$ cat config.mk
export PLATFORM = sky130hd
export DESIGN_NAME = multicycle_control
export DESIGN_NICKNAME = d
export VERILOG_FILES = /design/src/rtl/proc_ctrl_pkg.sv /design/src/rtl/ctrl_out_decode.sv /design/src/rtl/multicycle_control.sv
export SDC_FILE = /design/constraint.sdc
export NUM_CORES = 1
export LEC_CHECK = 0
export CAP_MARGIN = 10
export CORE_UTILIZATION = 42
export CTS_BUF_LIST = sky130_fd_sc_hd__clkbuf_4 sky130_fd_sc_hd__clkbuf_8 sky130_fd_sc_hd__clkbuf_16
export DETAILED_ROUTE_END_ITERATION = 12
export HOLD_SLACK_MARGIN = 0.03
export PLACE_DENSITY = 0.82
export SYNTH_ARGS = -nofsm -noshare
export SYNTH_HDL_FRONTEND = slang
export SYNTH_SLANG_ARGS = --single-unit
$ cat constraint.sdc
create_clock -name clock -period 2.85 [get_ports clock]
set_clock_uncertainty 0.15 [all_clocks]
set_input_delay 0.285 -clock clock [delete_from_list [all_inputs] [get_ports clock]]
set_output_delay 0.285 -clock clock [all_outputs]
set_load 0.05 [all_outputs]
$ cat src/rtl/proc_ctrl_pkg.sv
// Shared constants, state encoding and control-word layout for the multicycle sequencer.
package proc_ctrl_pkg;

  localparam logic [3:0] OP_R    = 4'h0;
  localparam logic [3:0] OP_LW   = 4'h1;
  localparam logic [3:0] OP_SW   = 4'h2;
  localparam logic [3:0] OP_BEQ  = 4'h3;
  localparam logic [3:0] OP_J    = 4'h4;
  localparam logic [3:0] OP_ADDI = 4'h5;
  localparam logic [3:0] OP_HALT = 4'hF;

  typedef enum logic [3:0] {
    S_IDLE   = 4'd0,
    S_FETCH  = 4'd1,
    S_DECODE = 4'd2,
    S_EXEC_R = 4'd3,
    S_EXEC_I = 4'd4,
    S_MEM_RD = 4'd5,
    S_MEM_WR = 4'd6,
    S_WB_R   = 4'd7,
    S_WB_I   = 4'd8,
    S_WB_MEM = 4'd9,
    S_BRANCH = 4'd10,
    S_JUMP   = 4'd11,
    S_HALT   = 4'd12
  } state_t;

  localparam logic [1:0] ALUOP_ADD   = 2'b00;
  localparam logic [1:0] ALUOP_SUB   = 2'b01;
  localparam logic [1:0] ALUOP_FUNCT = 2'b10;

  localparam logic [1:0] PCSRC_ALU    = 2'b00;
  localparam logic [1:0] PCSRC_ALUOUT = 2'b01;
  localparam logic [1:0] PCSRC_JUMP   = 2'b10;

  localparam logic [1:0] ALUSRCB_B     = 2'b00;
  localparam logic [1:0] ALUSRCB_ONE   = 2'b01;
  localparam logic [1:0] ALUSRCB_IMM   = 2'b10;
  localparam logic [1:0] ALUSRCB_BRIMM = 2'b11;

  typedef struct packed {
    logic       pc_write;
    logic       pc_write_cond;
    logic [1:0] pc_source;
    logic       ir_write;
    logic       i_or_d;
    logic       mem_read;
    logic       mem_write;
    logic       mem_to_reg;
    logic       reg_dst;
    logic       reg_write;
    logic       alu_src_a;
    logic [1:0] alu_src_b;
    logic [1:0] alu_op;
    logic       retire;
    logic       halted;
  } ctrl_word_t;

  // States in which the shared memory is being accessed and mem_ready is awaited.
  function automatic logic is_wait_state(state_t s);
    return (s == S_FETCH) || (s == S_MEM_RD) || (s == S_MEM_WR);
  endfunction

endpackage

$ cat src/rtl/ctrl_out_decode.sv
// Combinational state (+mem_ready) to datapath control-word map.
// Only FETCH ir_write/pc_write and the MEM_WR retire depend on mem_ready.
import proc_ctrl_pkg::*;

module ctrl_out_decode (
  input  state_t     i_state,
  input  logic       i_mem_ready,
  output ctrl_word_t o_ctrl
);

  always_comb begin
    o_ctrl = '0;
    case (i_state)
      S_FETCH: begin
        o_ctrl.mem_read  = 1'b1;
        o_ctrl.alu_src_b = ALUSRCB_ONE;
        o_ctrl.alu_op    = ALUOP_ADD;
        o_ctrl.pc_source = PCSRC_ALU;
        o_ctrl.ir_write  = i_mem_ready;
        o_ctrl.pc_write  = i_mem_ready;
      end
      S_DECODE: begin
        o_ctrl.alu_src_b = ALUSRCB_BRIMM;
        o_ctrl.alu_op    = ALUOP_ADD;
      end
      S_EXEC_R: begin
        o_ctrl.alu_src_a = 1'b1;
        o_ctrl.alu_src_b = ALUSRCB_B;
        o_ctrl.alu_op    = ALUOP_FUNCT;
      end
      S_EXEC_I: begin
        o_ctrl.alu_src_a = 1'b1;
        o_ctrl.alu_src_b = ALUSRCB_IMM;
        o_ctrl.alu_op    = ALUOP_ADD;
      end
      S_MEM_RD: begin
        o_ctrl.mem_read = 1'b1;
        o_ctrl.i_or_d   = 1'b1;
      end
      S_MEM_WR: begin
        o_ctrl.mem_write = 1'b1;
        o_ctrl.i_or_d    = 1'b1;
        o_ctrl.retire    = i_mem_ready;
      end
      S_WB_R: begin
        o_ctrl.reg_write = 1'b1;
        o_ctrl.reg_dst   = 1'b1;
        o_ctrl.retire    = 1'b1;
      end
      S_WB_I: begin
        o_ctrl.reg_write = 1'b1;
        o_ctrl.retire    = 1'b1;
      end
      S_WB_MEM: begin
        o_ctrl.reg_write  = 1'b1;
        o_ctrl.mem_to_reg = 1'b1;
        o_ctrl.retire     = 1'b1;
      end
      S_BRANCH: begin
        o_ctrl.alu_src_a     = 1'b1;
        o_ctrl.alu_src_b     = ALUSRCB_B;
        o_ctrl.alu_op        = ALUOP_SUB;
        o_ctrl.pc_write_cond = 1'b1;
        o_ctrl.pc_source     = PCSRC_ALUOUT;
        o_ctrl.retire        = 1'b1;
      end
      S_JUMP: begin
        o_ctrl.pc_write  = 1'b1;
        o_ctrl.pc_source = PCSRC_JUMP;
        o_ctrl.retire    = 1'b1;
      end
      S_HALT: o_ctrl.halted = 1'b1;
      default: o_ctrl = '0;
    endcase
  end

endmodule

$ cat src/rtl/multicycle_control.sv
// Multicycle FETCH..WB sequencer with memory-ready handshake, timeout, halt and illegal-opcode trap.
// Optional perf counters are built only when PERF_CNT_EN is defined.
// Memory handshake: a request (mem_read/mem_write) is held for as long as the FSM stays in
// FETCH/MEM_RD/MEM_WR; the access completes in the cycle mem_ready=1, and only then does the FSM advance.
import proc_ctrl_pkg::*;

module multicycle_control #(
  parameter int          OPCODE_W    = 4,
  parameter int unsigned MEM_TIMEOUT = 15,
  parameter int          CNT_W       = 16
) (
  input  logic                clock,
  input  logic                reset,
  input  logic                run,
  input  logic [OPCODE_W-1:0] opcode,
  input  logic                zero,
  input  logic                mem_ready,
  output logic                pc_write,
  output logic                pc_write_cond,
  output logic [1:0]          pc_source,
  output logic                ir_write,
  output logic                i_or_d,
  output logic                mem_read,
  output logic                mem_write,
  output logic                mem_to_reg,
  output logic                reg_dst,
  output logic                reg_write,
  output logic                alu_src_a,
  output logic [1:0]          alu_src_b,
  output logic [1:0]          alu_op,
  output logic                retire,
  output logic                halted,
  output logic                illegal_op,
  output logic                bus_error,
  output logic [CNT_W-1:0]    cycle_count,
  output logic [CNT_W-1:0]    instr_count,
  output logic [3:0]          dbg_state
);

  localparam int WAIT_W = $clog2(MEM_TIMEOUT + 2);

  state_t            r_state, w_state_nxt;
  logic [WAIT_W-1:0] r_wait;
  logic              r_illegal, r_bus_err;
  logic              w_illegal_det, w_timeout, w_waiting;
  logic [3:0]        w_op;
  ctrl_word_t        w_ctrl;
  state_t            w_after_retire;
  // The ALU zero flag is consumed by the datapath together with pc_write_cond.
  logic              w_unused_zero;

  assign w_unused_zero  = zero;
  assign w_op           = 4'(opcode);
  assign w_after_retire = run ? S_FETCH : S_IDLE;
  assign w_waiting      = is_wait_state(r_state) && !mem_ready;
  assign w_timeout      = (MEM_TIMEOUT != 0) && w_waiting &&
                          ((32'(r_wait) + 32'd1) == MEM_TIMEOUT);

  always_ff @(posedge clock or posedge reset) begin
    if (reset) r_state <= S_IDLE;
    else       r_state <= w_state_nxt;
  end

  always_comb begin
    w_state_nxt   = r_state;
    w_illegal_det = 1'b0;
    case (r_state)
      S_IDLE:   if (run) w_state_nxt = S_FETCH;
      S_FETCH: begin
        if (w_timeout)      w_state_nxt = S_HALT;
        else if (mem_ready) w_state_nxt = S_DECODE;
      end
      S_DECODE: begin
        case (w_op)
          OP_R:                  w_state_nxt = S_EXEC_R;
          OP_LW, OP_SW, OP_ADDI: w_state_nxt = S_EXEC_I;
          OP_BEQ:                w_state_nxt = S_BRANCH;
          OP_J:                  w_state_nxt = S_JUMP;
          OP_HALT:               w_state_nxt = S_HALT;
          default: begin
            w_state_nxt   = S_HALT;
            w_illegal_det = 1'b1;
          end
        endcase
      end
      S_EXEC_R: w_state_nxt = S_WB_R;
      S_EXEC_I: begin
        case (w_op)
          OP_LW:   w_state_nxt = S_MEM_RD;
          OP_SW:   w_state_nxt = S_MEM_WR;
          default: w_state_nxt = S_WB_I;
        endcase
      end
      S_MEM_RD: begin
        if (w_timeout)      w_state_nxt = S_HALT;
        else if (mem_ready) w_state_nxt = S_WB_MEM;
      end
      S_MEM_WR: begin
        if (w_timeout)      w_state_nxt = S_HALT;
        else if (mem_ready) w_state_nxt = w_after_retire;
      end
      S_WB_R, S_WB_I, S_WB_MEM, S_BRANCH, S_JUMP: w_state_nxt = w_after_retire;
      S_HALT:   w_state_nxt = S_HALT;
      default:  w_state_nxt = S_IDLE;
    endcase
  end

  // Wait counter restarts whenever the FSM moves, so each access gets its own budget.
  always_ff @(posedge clock or posedge reset) begin
    if (reset) begin
      r_wait <= '0;
    end else if (w_state_nxt != r_state) begin
      r_wait <= '0;
    end else if ((MEM_TIMEOUT != 0) && w_waiting) begin
      r_wait <= r_wait + WAIT_W'(1);
    end
  end

  always_ff @(posedge clock or posedge reset) begin
    if (reset) begin
      r_illegal <= 1'b0;
      r_bus_err <= 1'b0;
    end else begin
      if (w_illegal_det) r_illegal <= 1'b1;
      if (w_timeout)     r_bus_err <= 1'b1;
    end
  end

  ctrl_out_decode u_decode (
    .i_state     (r_state),
    .i_mem_ready (mem_ready),
    .o_ctrl      (w_ctrl)
  );

  assign pc_write      = w_ctrl.pc_write;
  assign pc_write_cond = w_ctrl.pc_write_cond;
  assign pc_source     = w_ctrl.pc_source;
  assign ir_write      = w_ctrl.ir_write;
  assign i_or_d        = w_ctrl.i_or_d;
  assign mem_read      = w_ctrl.mem_read;
  assign mem_write     = w_ctrl.mem_write;
  assign mem_to_reg    = w_ctrl.mem_to_reg;
  assign reg_dst       = w_ctrl.reg_dst;
  assign reg_write     = w_ctrl.reg_write;
  assign alu_src_a     = w_ctrl.alu_src_a;
  assign alu_src_b     = w_ctrl.alu_src_b;
  assign alu_op        = w_ctrl.alu_op;
  assign retire        = w_ctrl.retire;
  assign halted        = w_ctrl.halted;
  assign illegal_op    = r_illegal;
  assign bus_error     = r_bus_err;
  assign dbg_state     = r_state;

`ifdef PERF_CNT_EN
  logic [CNT_W-1:0] r_cycle_count, r_instr_count;

  // Both counters saturate instead of wrapping.
  always_ff @(posedge clock or posedge reset) begin
    if (reset) begin
      r_cycle_count <= '0;
      r_instr_count <= '0;
    end else begin
      if (run && (r_state != S_HALT) && (r_cycle_count != '1))
        r_cycle_count <= r_cycle_count + CNT_W'(1);
      if (w_ctrl.retire && (r_instr_count != '1))
        r_instr_count <= r_instr_count + CNT_W'(1);
    end
  end

  assign cycle_count = r_cycle_count;
  assign instr_count = r_instr_count;
`else
  assign cycle_count = '0;
  assign instr_count = '0;
`endif

endmodule

==> run_summary.xml, run 1 <==
<?xml version="1.0" encoding="UTF-8"?>
<metrics>
  <group name="cells_and_area">
    <metric name="fillCellCount" unit="">322</metric>
    <metric name="final_nets" unit="">214</metric>
    <metric name="area.growth.synth_to_final" unit="%">16.4</metric>
    <metric name="sequential_cell_area" unit="um^2">278</metric>
    <metric name="most-common-layout-cells" unit="">conb_1 (32), clkdlybuf4s50_1 (29), nor2_1 (21), nand2_1 (9), dfrtp_1 (9)</metric>
    <metric name="multi_input_gate_area_in_the_final_layout" unit="um^2">952</metric>
    <metric name="final_layout_size_suffix_gt1_share" unit="%">13.4</metric>
    <metric name="final_common_cell" unit="">conb_1</metric>
    <metric name="stdcell_area" unit="um^2">1670</metric>
    <metric name="num_antenna_cells" unit="">0</metric>
    <metric name="post_layout_nonfiller_instances" unit="">246</metric>
  </group>
  <group name="sta">
    <metric name="final.min_clock_period" unit="ns">2.68</metric>
    <metric name="final_period_utilization" unit="%">94.2</metric>
    <metric name="finalHoldViolations" unit="">0</metric>
    <metric name="timing.final.setup_violations" unit="">0</metric>
    <metric name="worstMarginPinSlew" unit="ns">0.544</metric>
    <metric name="timing.final.max_slew_violations" unit="">0</metric>
    <metric name="unrepaired_setup_endpoints_after_global_routing" unit="">no</metric>
    <metric name="setup_tns" unit="ns">0</metric>
    <metric name="fmaxAchievable" unit="MHz">373</metric>
    <metric name="worst_slew_margin_rel" unit="%">63.7</metric>
  </group>
  <group name="job">
    <metric name="max_cap_viol_count" unit="">0</metric>
  </group>
  <group name="clock_network">
    <metric name="holdBufCountCts" unit="">0</metric>
    <metric name="cts_setup_buffers" unit="">0</metric>
    <metric name="skew_pair_late_insertion_delay" unit="ns">0.26</metric>
    <metric name="clock_transition_at_the_registers_of_the_reported_paths" unit="ns">0.07</metric>
    <metric name="clk_root_buffer_cell" unit="">clkbuf_4</metric>
    <metric name="numCtsBuffers" unit="">3</metric>
    <metric name="cts_tree" unit="">done</metric>
    <metric name="max-clock-path-buffers" unit="">2</metric>
    <metric name="tritoncts_num_sinks" unit="">11</metric>
    <metric name="htree_levels" unit="">1</metric>
  </group>
  <group name="floorplanning">
    <metric name="die_width" unit="um">60.4</metric>
    <metric name="placeableCoreArea" unit="um^2">3150</metric>
    <metric name="start_util" unit="%">45.5</metric>
    <metric name="i_o_pins" unit="">65</metric>
    <metric name="design.die.area" unit="um^2">3650</metric>
    <metric name="row_count" unit="">20</metric>
    <metric name="floorplan_die_height" unit="um">60.4</metric>
  </group>
  <group name="synthesis">
    <metric name="synth.area.mux_share" unit="%">0.698</metric>
    <metric name="syn_inst" unit="">173</metric>
    <metric name="post_synth_instance_area" unit="um^2">1430</metric>
    <metric name="synth_top_family_by_area" unit="">simple AND/OR/NAND/NOR gates</metric>
    <metric name="seq_area_frac_synth" unit="%">19.2</metric>
    <metric name="synthDistinctLibCells" unit="">57</metric>
    <metric name="synth_ff_type" unit="">dfrtp_1</metric>
    <metric name="synth_fa_ha_area_share" unit="%">1.75</metric>
    <metric name="synth_edf_count" unit="">0</metric>
    <metric name="synthesis.area_per_instance" unit="um^2">8.29</metric>
    <metric name="yosys_register_bits" unit="">11</metric>
    <metric name="synth-compound-area-share" unit="%">22.7</metric>
    <metric name="yosys.area_share.simple" unit="%">26.5</metric>
    <metric name="asyncSetResetFlopFracSynth" unit="%">100</metric>
    <metric name="yosysWarnings" unit="">0</metric>
    <metric name="post_synth_xor_area_fraction" unit="%">5.41</metric>
  </group>
  <group name="power_and_ir_drop">
    <metric name="max-vdd-ir-drop" unit="uV">357</metric>
    <metric name="leak_pwr" unit="nW">0.721</metric>
    <metric name="pwr_density_cell" unit="nW/um^2">1100</metric>
  </group>
  <group name="worst_setup_path">
    <metric name="cp_max_fo" unit="">16</metric>
    <metric name="startpoint_class_of_the_critical_path" unit="">flip-flop</metric>
    <metric name="type_of_the_worst_setup_path" unit="">flip-flop to output pin</metric>
    <metric name="timing.reg2reg.setup_slack" unit="ns">0.38</metric>
    <metric name="critPathRequiredTime" unit="ns">2.41</metric>
    <metric name="cp-end-kind" unit="">output pin</metric>
    <metric name="worstPathArrival" unit="ns">2.25</metric>
  </group>
  <group name="detailed_routing">
    <metric name="drtAntennaViolNets" unit="">0</metric>
    <metric name="vias_per_cell" unit="">5.12</metric>
    <metric name="detailroute.via_count" unit="">1260</metric>
    <metric name="dr_wl_met3" unit="um">235</metric>
    <metric name="route.top_layer_used" unit="">met4</metric>
    <metric name="detail_route.wirelength.met1" unit="mm">1.38</metric>
    <metric name="drt-wirelength-per-cell" unit="um">12.1</metric>
    <metric name="met2WireLength" unit="mm">1.36</metric>
    <metric name="drt_iter0_drc" unit="">67</metric>
    <metric name="post-route-drc-count" unit="">0</metric>
    <metric name="first_pass_iteration_count_of_the_detailed_router" unit="">4</metric>
    <metric name="drt-total-wl" unit="mm">2.98</metric>
  </group>
  <group name="placement">
    <metric name="routabilityCongestion" unit="">0.919</metric>
    <metric name="hpwl_reported_at_the_end_of_detailed_placement" unit="mm">2.27</metric>
    <metric name="place_inst" unit="">242</metric>
    <metric name="post_dp_cell_area" unit="um^2">1640</metric>
    <metric name="port_buffers" unit="">31</metric>
  </group>
  <group name="global_routing">
    <metric name="antenna_found_initial" unit="">0</metric>
    <metric name="grt_first_pass_wirelength" unit="mm">4.76</metric>
    <metric name="groute.usage.overall" unit="%">17.0</metric>
    <metric name="globalRouteOverflowTotal" unit="">0</metric>
    <metric name="largest_net_degree_at_the_start_of_global_routing" unit="">17</metric>
    <metric name="first_global_vias" unit="">1067</metric>
  </group>
  <group name="min_path">
    <metric name="hold_class" unit="">primary input to async pin</metric>
  </group>
  <group name="status">
    <metric name="status" unit="">completed</metric>
  </group>
</metrics>
## sequential cells by signal (all words and copies together), names as in the netlist
signal / flops
bus_error: 1
dbg_state: 4
illegal_op: 1
r_wait: 5
## kinds of logic (layout without fill, tap and decap cells)
kind of cell | Yosys count | count (layout)
AOI/OAI and AO/OA | 37 | 37
xor gates and xnor gates | 8 | 8
adders and majority gates | 2 | 2
buffers and inverters | 46 | 44
DFF | 11 | 11
muxes | 1 | 1
other | 1 | 32
and+or+nand+nor | 67 | 67
## final timing paths
kind                              start  cells past startpoint           end
min reg2reg                  illegal_op                      2    illegal_op
min                               reset                      2  dbg_state[0]
max reg2reg                dbg_state[2]                      6     r_wait[3]
max                        dbg_state[2]                      3        retire
max in group asynchronous         reset                      2  dbg_state[1]
min in group clock           illegal_op                      2    illegal_op
## timing repair
| action | in CTS | in global routing |
|---|---|---|
| resized for setup | 0 | 2 |
| endpoints found under the hold margin | 0 | 0 |
| endpoints found under the setup margin | 0 | 11 |
## worst max-delay path, stage by stage (launching register included)
cell,delay (ns)
dfrtp_1,0.61
or2b_2,0.38
o21ai_0,0.17
clkdlybuf4s50_1,0.82
## where the power goes
| part | switching, mW | internal [mW] | total, mW |
|---|---|---|---|
| logic | 0.928 | 0.480 | 1.41 |
| clock network | 0.0493 | 0.0635 | 0.113 |
| registers | 0.128 | 0.193 | 0.321 |
| total | 1.11 | 0.736 | 1.84 |
## layer usage
metal  vias to the layer above  GRT usage, %
met4                         0          3.90
met5                         -             0
li1                        617             -
met3                         2          1.92
met2                        66          27.3
met1                       575          24.6
## Yosys cell counts (3+ instances only)
library cell  count  area share (%)
a21oi_1           5             1.7
buf_4            35              18
buf_6             4             3.1
dfrtp_1          11              19
inv_1             5             1.3
nand2_1           9             2.4
nand3_1           5             1.7
nand4_1           3             1.3
nor2_1           21             5.5
nor3_1            4             1.4
nor4_1            3             1.3
o21ai_0           6             2.1
o22ai_1           4             1.7
xnor2_1           3             1.8
xor2_1            4             2.4
## stage by stage
stage | setup slack, ns | power [mW] | hold slack (ns) | utilization, %
after floorplan | 0.0336 | 1.43 | -0.0126 | -
after global placement | 0.343 | 1.71 | 0.302 | 51.9
after detailed placement | 0.262 | 1.72 | 0.304 | 51.9
after CTS | 0.0161 | 1.84 | 0.177 | 52.9
after global routing | 0.0665 | 1.95 | 0.211 | 52.9
final | 0.166 | 1.84 | 0.162 | 52.9
## area by class of cell
class                           count  area share (%)
Clock buffer                        4            1.80
Inverter                            5            1.12
Multi-Input combinational cell    147            57.0
Sequential cell                    11            16.6
Tap cell                           44            3.30
Timing Repair Buffer               35            20.1
Note: power is estimated with default switching activity, not from simulation.
==> run 2: changes to the inputs <==
CAP_MARGIN = 30   (was 10)
==> results of run 2 <==
The final DEF is identical to that of run 1; final timing and power are the same.
==> run 3: changes to the inputs <==
ABC_AREA = 1   (was not set)
ABC_CLOCK_PERIOD_IN_PS = 2850   (was not set)
CORE_UTILIZATION = 40   (was 42)
CTS_CLUSTER_SIZE = 20   (was not set)
PLACE_DENSITY = 0.81   (was 0.82)
==> run 3 against run 2 <==
Die area is 6.1% lower. Maximum frequency is 2.0% higher. Non-clock buffer count is 4 lower. Setup slack better by 0.054 ns. Combinational power is 4% higher. Via count is 4.9% lower. Critical endpoint is now alu_src_a. Largest cell class unchanged.
==> run_summary.xml, run 3 <==
<?xml version="1.0" encoding="UTF-8"?>
<metrics>
  <group name="sta">
    <metric name="worst_slew_margin_rel" unit="%">65.9</metric>
    <metric name="final_period_utilization" unit="%">92.3</metric>
    <metric name="final.hold.worst_slack" unit="ns">0.144</metric>
    <metric name="timing.final.max_slew_violations" unit="">0</metric>
    <metric name="timing.final.setup_violations" unit="">0</metric>
    <metric name="finalHoldViolations" unit="">0</metric>
    <metric name="final.min_clock_period" unit="ns">2.63</metric>
    <metric name="setup_tns" unit="ns">0</metric>
    <metric name="fmaxAchievable" unit="MHz">380</metric>
    <metric name="worstMarginPinSlew" unit="ns">0.510</metric>
    <metric name="unrepaired_setup_endpoints_after_global_routing" unit="">no</metric>
  </group>
  <group name="floorplanning">
    <metric name="row_count" unit="">20</metric>
    <metric name="placeableCoreArea" unit="um^2">3050</metric>
    <metric name="design.die.area" unit="um^2">3430</metric>
    <metric name="die_width" unit="um">58.6</metric>
    <metric name="start_util" unit="%">41.9</metric>
    <metric name="i_o_pins" unit="">65</metric>
    <metric name="floorplan_die_height" unit="um">58.6</metric>
  </group>
  <group name="global_routing">
    <metric name="globalRouteOverflowTotal" unit="">0</metric>
    <metric name="grt_first_pass_wirelength" unit="mm">3.86</metric>
    <metric name="gr-usage-met2" unit="%">22.8</metric>
    <metric name="groute.usage.overall" unit="%">14.8</metric>
    <metric name="largest_net_degree_at_the_start_of_global_routing" unit="">12</metric>
    <metric name="global_routing_usage_on_met1" unit="%">20.3</metric>
    <metric name="top_usage_layer" unit="">met2</metric>
    <metric name="antenna_found_initial" unit="">0</metric>
    <metric name="met3_track_demand_over_resource_in_global_routing" unit="%">2.86</metric>
    <metric name="first_global_vias" unit="">945</metric>
  </group>
  <group name="synthesis">
    <metric name="synth_fa_ha_area_share" unit="%">1.96</metric>
    <metric name="synth_top_cell_area_share" unit="%">21.5</metric>
    <metric name="yosys.area_share.simple" unit="%">40.6</metric>
    <metric name="synthesis.area_per_instance" unit="um^2">6.43</metric>
    <metric name="synthDistinctLibCells" unit="">26</metric>
    <metric name="synth.most_common_cell" unit="">nand2_1</metric>
    <metric name="asyncSetResetFlopFracSynth" unit="%">100</metric>
    <metric name="ys_top_cells_by_count" unit="">nand2_1 (39), buf_4 (33), nor2_1 (31)</metric>
    <metric name="syn_inst" unit="">199</metric>
    <metric name="synth_top_cell_by_area" unit="">dfrtp_1</metric>
    <metric name="synth_edf_count" unit="">0</metric>
    <metric name="post_synth_instance_area" unit="um^2">1280</metric>
    <metric name="seq_area_frac_synth" unit="%">21.5</metric>
    <metric name="synth.area.mux_share" unit="%">0</metric>
    <metric name="post_synth_xor_area_fraction" unit="%">1.37</metric>
    <metric name="synth_ff_type" unit="">dfrtp_1</metric>
    <metric name="synth-compound-area-share" unit="%">5.87</metric>
    <metric name="synth_top_family_by_area" unit="">simple AND/OR/NAND/NOR gates</metric>
    <metric name="yosys-top-cells-area" unit="">dfrtp_1 (22%), buf_4 (19%), nand2_1 (11%)</metric>
    <metric name="yosys_register_bits" unit="">11</metric>
    <metric name="yosysWarnings" unit="">0</metric>
  </group>
  <group name="cells_and_area">
    <metric name="final_layout_size_suffix_gt1_share" unit="%">11.3</metric>
    <metric name="num_antenna_cells" unit="">0</metric>
    <metric name="post_layout_nonfiller_instances" unit="">275</metric>
    <metric name="fillCellCount" unit="">321</metric>
    <metric name="largest-register" unit="">r_wait</metric>
    <metric name="final_nets" unit="">243</metric>
    <metric name="final_common_cell" unit="">nand2_1</metric>
    <metric name="most-common-layout-cells" unit="">nand2_1 (39), conb_1 (32), nor2_1 (31), clkdlybuf4s50_1 (31), inv_1 (24)</metric>
    <metric name="finalCoreUtilization" unit="%">50.2</metric>
    <metric name="largest_register_ffs" unit="">5</metric>
    <metric name="area.growth.synth_to_final" unit="%">19.7</metric>
  </group>
  <group name="detailed_routing">
    <metric name="vias_per_cell" unit="">4.36</metric>
    <metric name="drt-total-wl" unit="mm">2.57</metric>
    <metric name="first_pass_iteration_count_of_the_detailed_router" unit="">6</metric>
    <metric name="post-route-drc-count" unit="">0</metric>
    <metric name="detailroute.via_count" unit="">1198</metric>
    <metric name="drt-wirelength-per-cell" unit="um">9.35</metric>
    <metric name="drt_iter0_drc" unit="">40</metric>
    <metric name="drtAntennaViolNets" unit="">0</metric>
  </group>
  <group name="worst_setup_path">
    <metric name="critical-path-max-stage-delay" unit="ns">0.79</metric>
    <metric name="cp_max_fo" unit="">7</metric>
    <metric name="timing.critical_path.cells" unit="">inv_2 &gt; nor2_1 &gt; inv_1 &gt; nor2_1 &gt; nor2_1 &gt; nand2_1 &gt; clkdlybuf4s50_1</metric>
    <metric name="rr_endpoint" unit="">r_wait[4]</metric>
    <metric name="worstPathArrival" unit="ns">2.20</metric>
    <metric name="timing.critical_path.buf_inv" unit="">3</metric>
    <metric name="critPathRequiredTime" unit="ns">2.41</metric>
    <metric name="capturing_element_of_the_worst_setup_path" unit="">alu_src_a</metric>
    <metric name="cp_slowest_cell" unit="">clkdlybuf4s50_1</metric>
    <metric name="path_common_cell" unit="">nor2_1</metric>
    <metric name="rr_startpoint" unit="">dbg_state[1]</metric>
    <metric name="critPathTopFamily" unit="">buffers and inverters</metric>
    <metric name="worst_setup_path_startpoint" unit="">dbg_state[3]</metric>
    <metric name="cp_num_cells" unit="">7</metric>
    <metric name="cp-end-kind" unit="">output pin</metric>
    <metric name="timing.reg2reg.setup_slack" unit="ns">0.68</metric>
    <metric name="type_of_the_worst_setup_path" unit="">flip-flop to output pin</metric>
    <metric name="count_of_cells_along_the_worst_register_to_register_path" unit="">13</metric>
    <metric name="startpoint_class_of_the_critical_path" unit="">flip-flop</metric>
  </group>
  <group name="status">
    <metric name="status" unit="">completed</metric>
  </group>
  <group name="clock_network">
    <metric name="numCtsBuffers" unit="">3</metric>
    <metric name="clock_transition_at_the_registers_of_the_reported_paths" unit="ns">0.08</metric>
    <metric name="clk_root_buffer_cell" unit="">clkbuf_4</metric>
    <metric name="htree_levels" unit="">1</metric>
    <metric name="cts_setup_buffers" unit="">0</metric>
    <metric name="holdBufCountCts" unit="">0</metric>
    <metric name="tritoncts_num_sinks" unit="">11</metric>
    <metric name="max-clock-path-buffers" unit="">2</metric>
    <metric name="cts_tree" unit="">done</metric>
    <metric name="skew_pair_late_insertion_delay" unit="ns">0.28</metric>
    <metric name="cts_resized" unit="">0</metric>
  </group>
  <group name="power_and_ir_drop">
    <metric name="leak_pwr" unit="nW">0.835</metric>
    <metric name="pwr_density_cell" unit="nW/um^2">1220</metric>
    <metric name="max-vdd-ir-drop" unit="uV">436</metric>
  </group>
  <group name="placement">
    <metric name="place_inst" unit="">271</metric>
    <metric name="routabilityCongestion" unit="">0.827</metric>
    <metric name="port_buffers" unit="">31</metric>
    <metric name="hpwl_reported_at_the_end_of_detailed_placement" unit="mm">2.11</metric>
  </group>
  <group name="min_path">
    <metric name="hold_class" unit="">primary input to async pin</metric>
  </group>
  <group name="job">
    <metric name="max_cap_viol_count" unit="">0</metric>
  </group>
</metrics>
-- run 3: cell types whose count changed in the layout (fill, tap and decap cells not counted), sizes merged, moves of 3 or more --
| cell | previous run | this run |
|---|---|---|
| nand2 | 9 | 50 |
| inv | 5 | 28 |
| nand3 | 5 | 19 |
| nor2 | 21 | 34 |
| buf | 6 | 0 |
| nor3 | 4 | 0 |
| a21oi | 5 | 2 |
| nor4 | 3 | 0 |
| o31ai | 3 | 0 |
| xnor2 | 3 | 0 |
| xor2 | 5 | 2 |
-- run 3: logic make-up (layout without fill, tap and decap cells) --
family / count (synthesis) / after routing
DFF: 11 / 11
xor gates and xnor gates: 2 / 2
AOI/OAI and AO/OA: 13 / 13
buffers and inverters: 62 / 63
other: 1 / 32
and+or+nand+nor: 108 / 108
adders and majority gates: 2 / 2
-- run 3: cell type report --
class	instances	area, um^2	share of cell area, %
Clock buffer	4	30.0	1.96
Timing Repair Buffer	31	310	20.2
Multi-Input combinational cell	157	757	49.4
Tap cell	44	55.1	3.59
Sequential cell	11	275	18.0
Inverter	28	105	6.86
-- run 3: worst min-delay path by stage --
stage,from,end,depth (start not counted),slack [ns]
after floorplan,reset,bus_error,1,-0.01
after global placement,bus_error,bus_error,2,0.30
after detailed placement,bus_error,bus_error,2,0.31
after CTS,reset,bus_error,2,0.16
after global routing,reset,bus_error,2,0.21
final,reset,bus_error,2,0.14
-- run 3: worst register-to-register path, stage by stage, from the launching register on --
cell and delay [ns]:
dfrtp_1 0.47, inv_2 0.10, nand2_2 0.07, nor2_1 0.16, nand2_1 0.10, nand2_2 0.21, nand3_4 0.17, nand2_2 0.11
nand2_2 0.05, nand2_1 0.06, nand2_1 0.06, nor2_2 0.12, nand3_2 0.14, nor2_1 0.12
-- run 3: where the power goes --
| group | total (mW) | switching (mW) | internal, mW |
|---|---|---|---|
| Combinational | 1.47 | 1.04 | 0.426 |
| Clock | 0.122 | 0.0580 | 0.0638 |
| Sequential | 0.281 | 0.0761 | 0.205 |
| Total | 1.87 | 1.18 | 0.695 |
-- run 3: routing by layer --
layer,routed length (um),up-vias,part of all wire [%]
met1,1210,526,47
met3,217,4,8.4
li1,-,619,-
met5,0,-,0
met2,1110,49,43
met4,31,0,1.2
-- run 3: per-stage QoR --
stage	cell area, um^2	total power, mW	setup WS, ns
detailed placement	1500	1.75	0.518
finish	1530	1.87	0.220
CTS	1530	1.88	0.204
global route	1530	1.99	0.0763
floorplan	1400	1.42	0.0364
global placement	1500	1.75	0.534
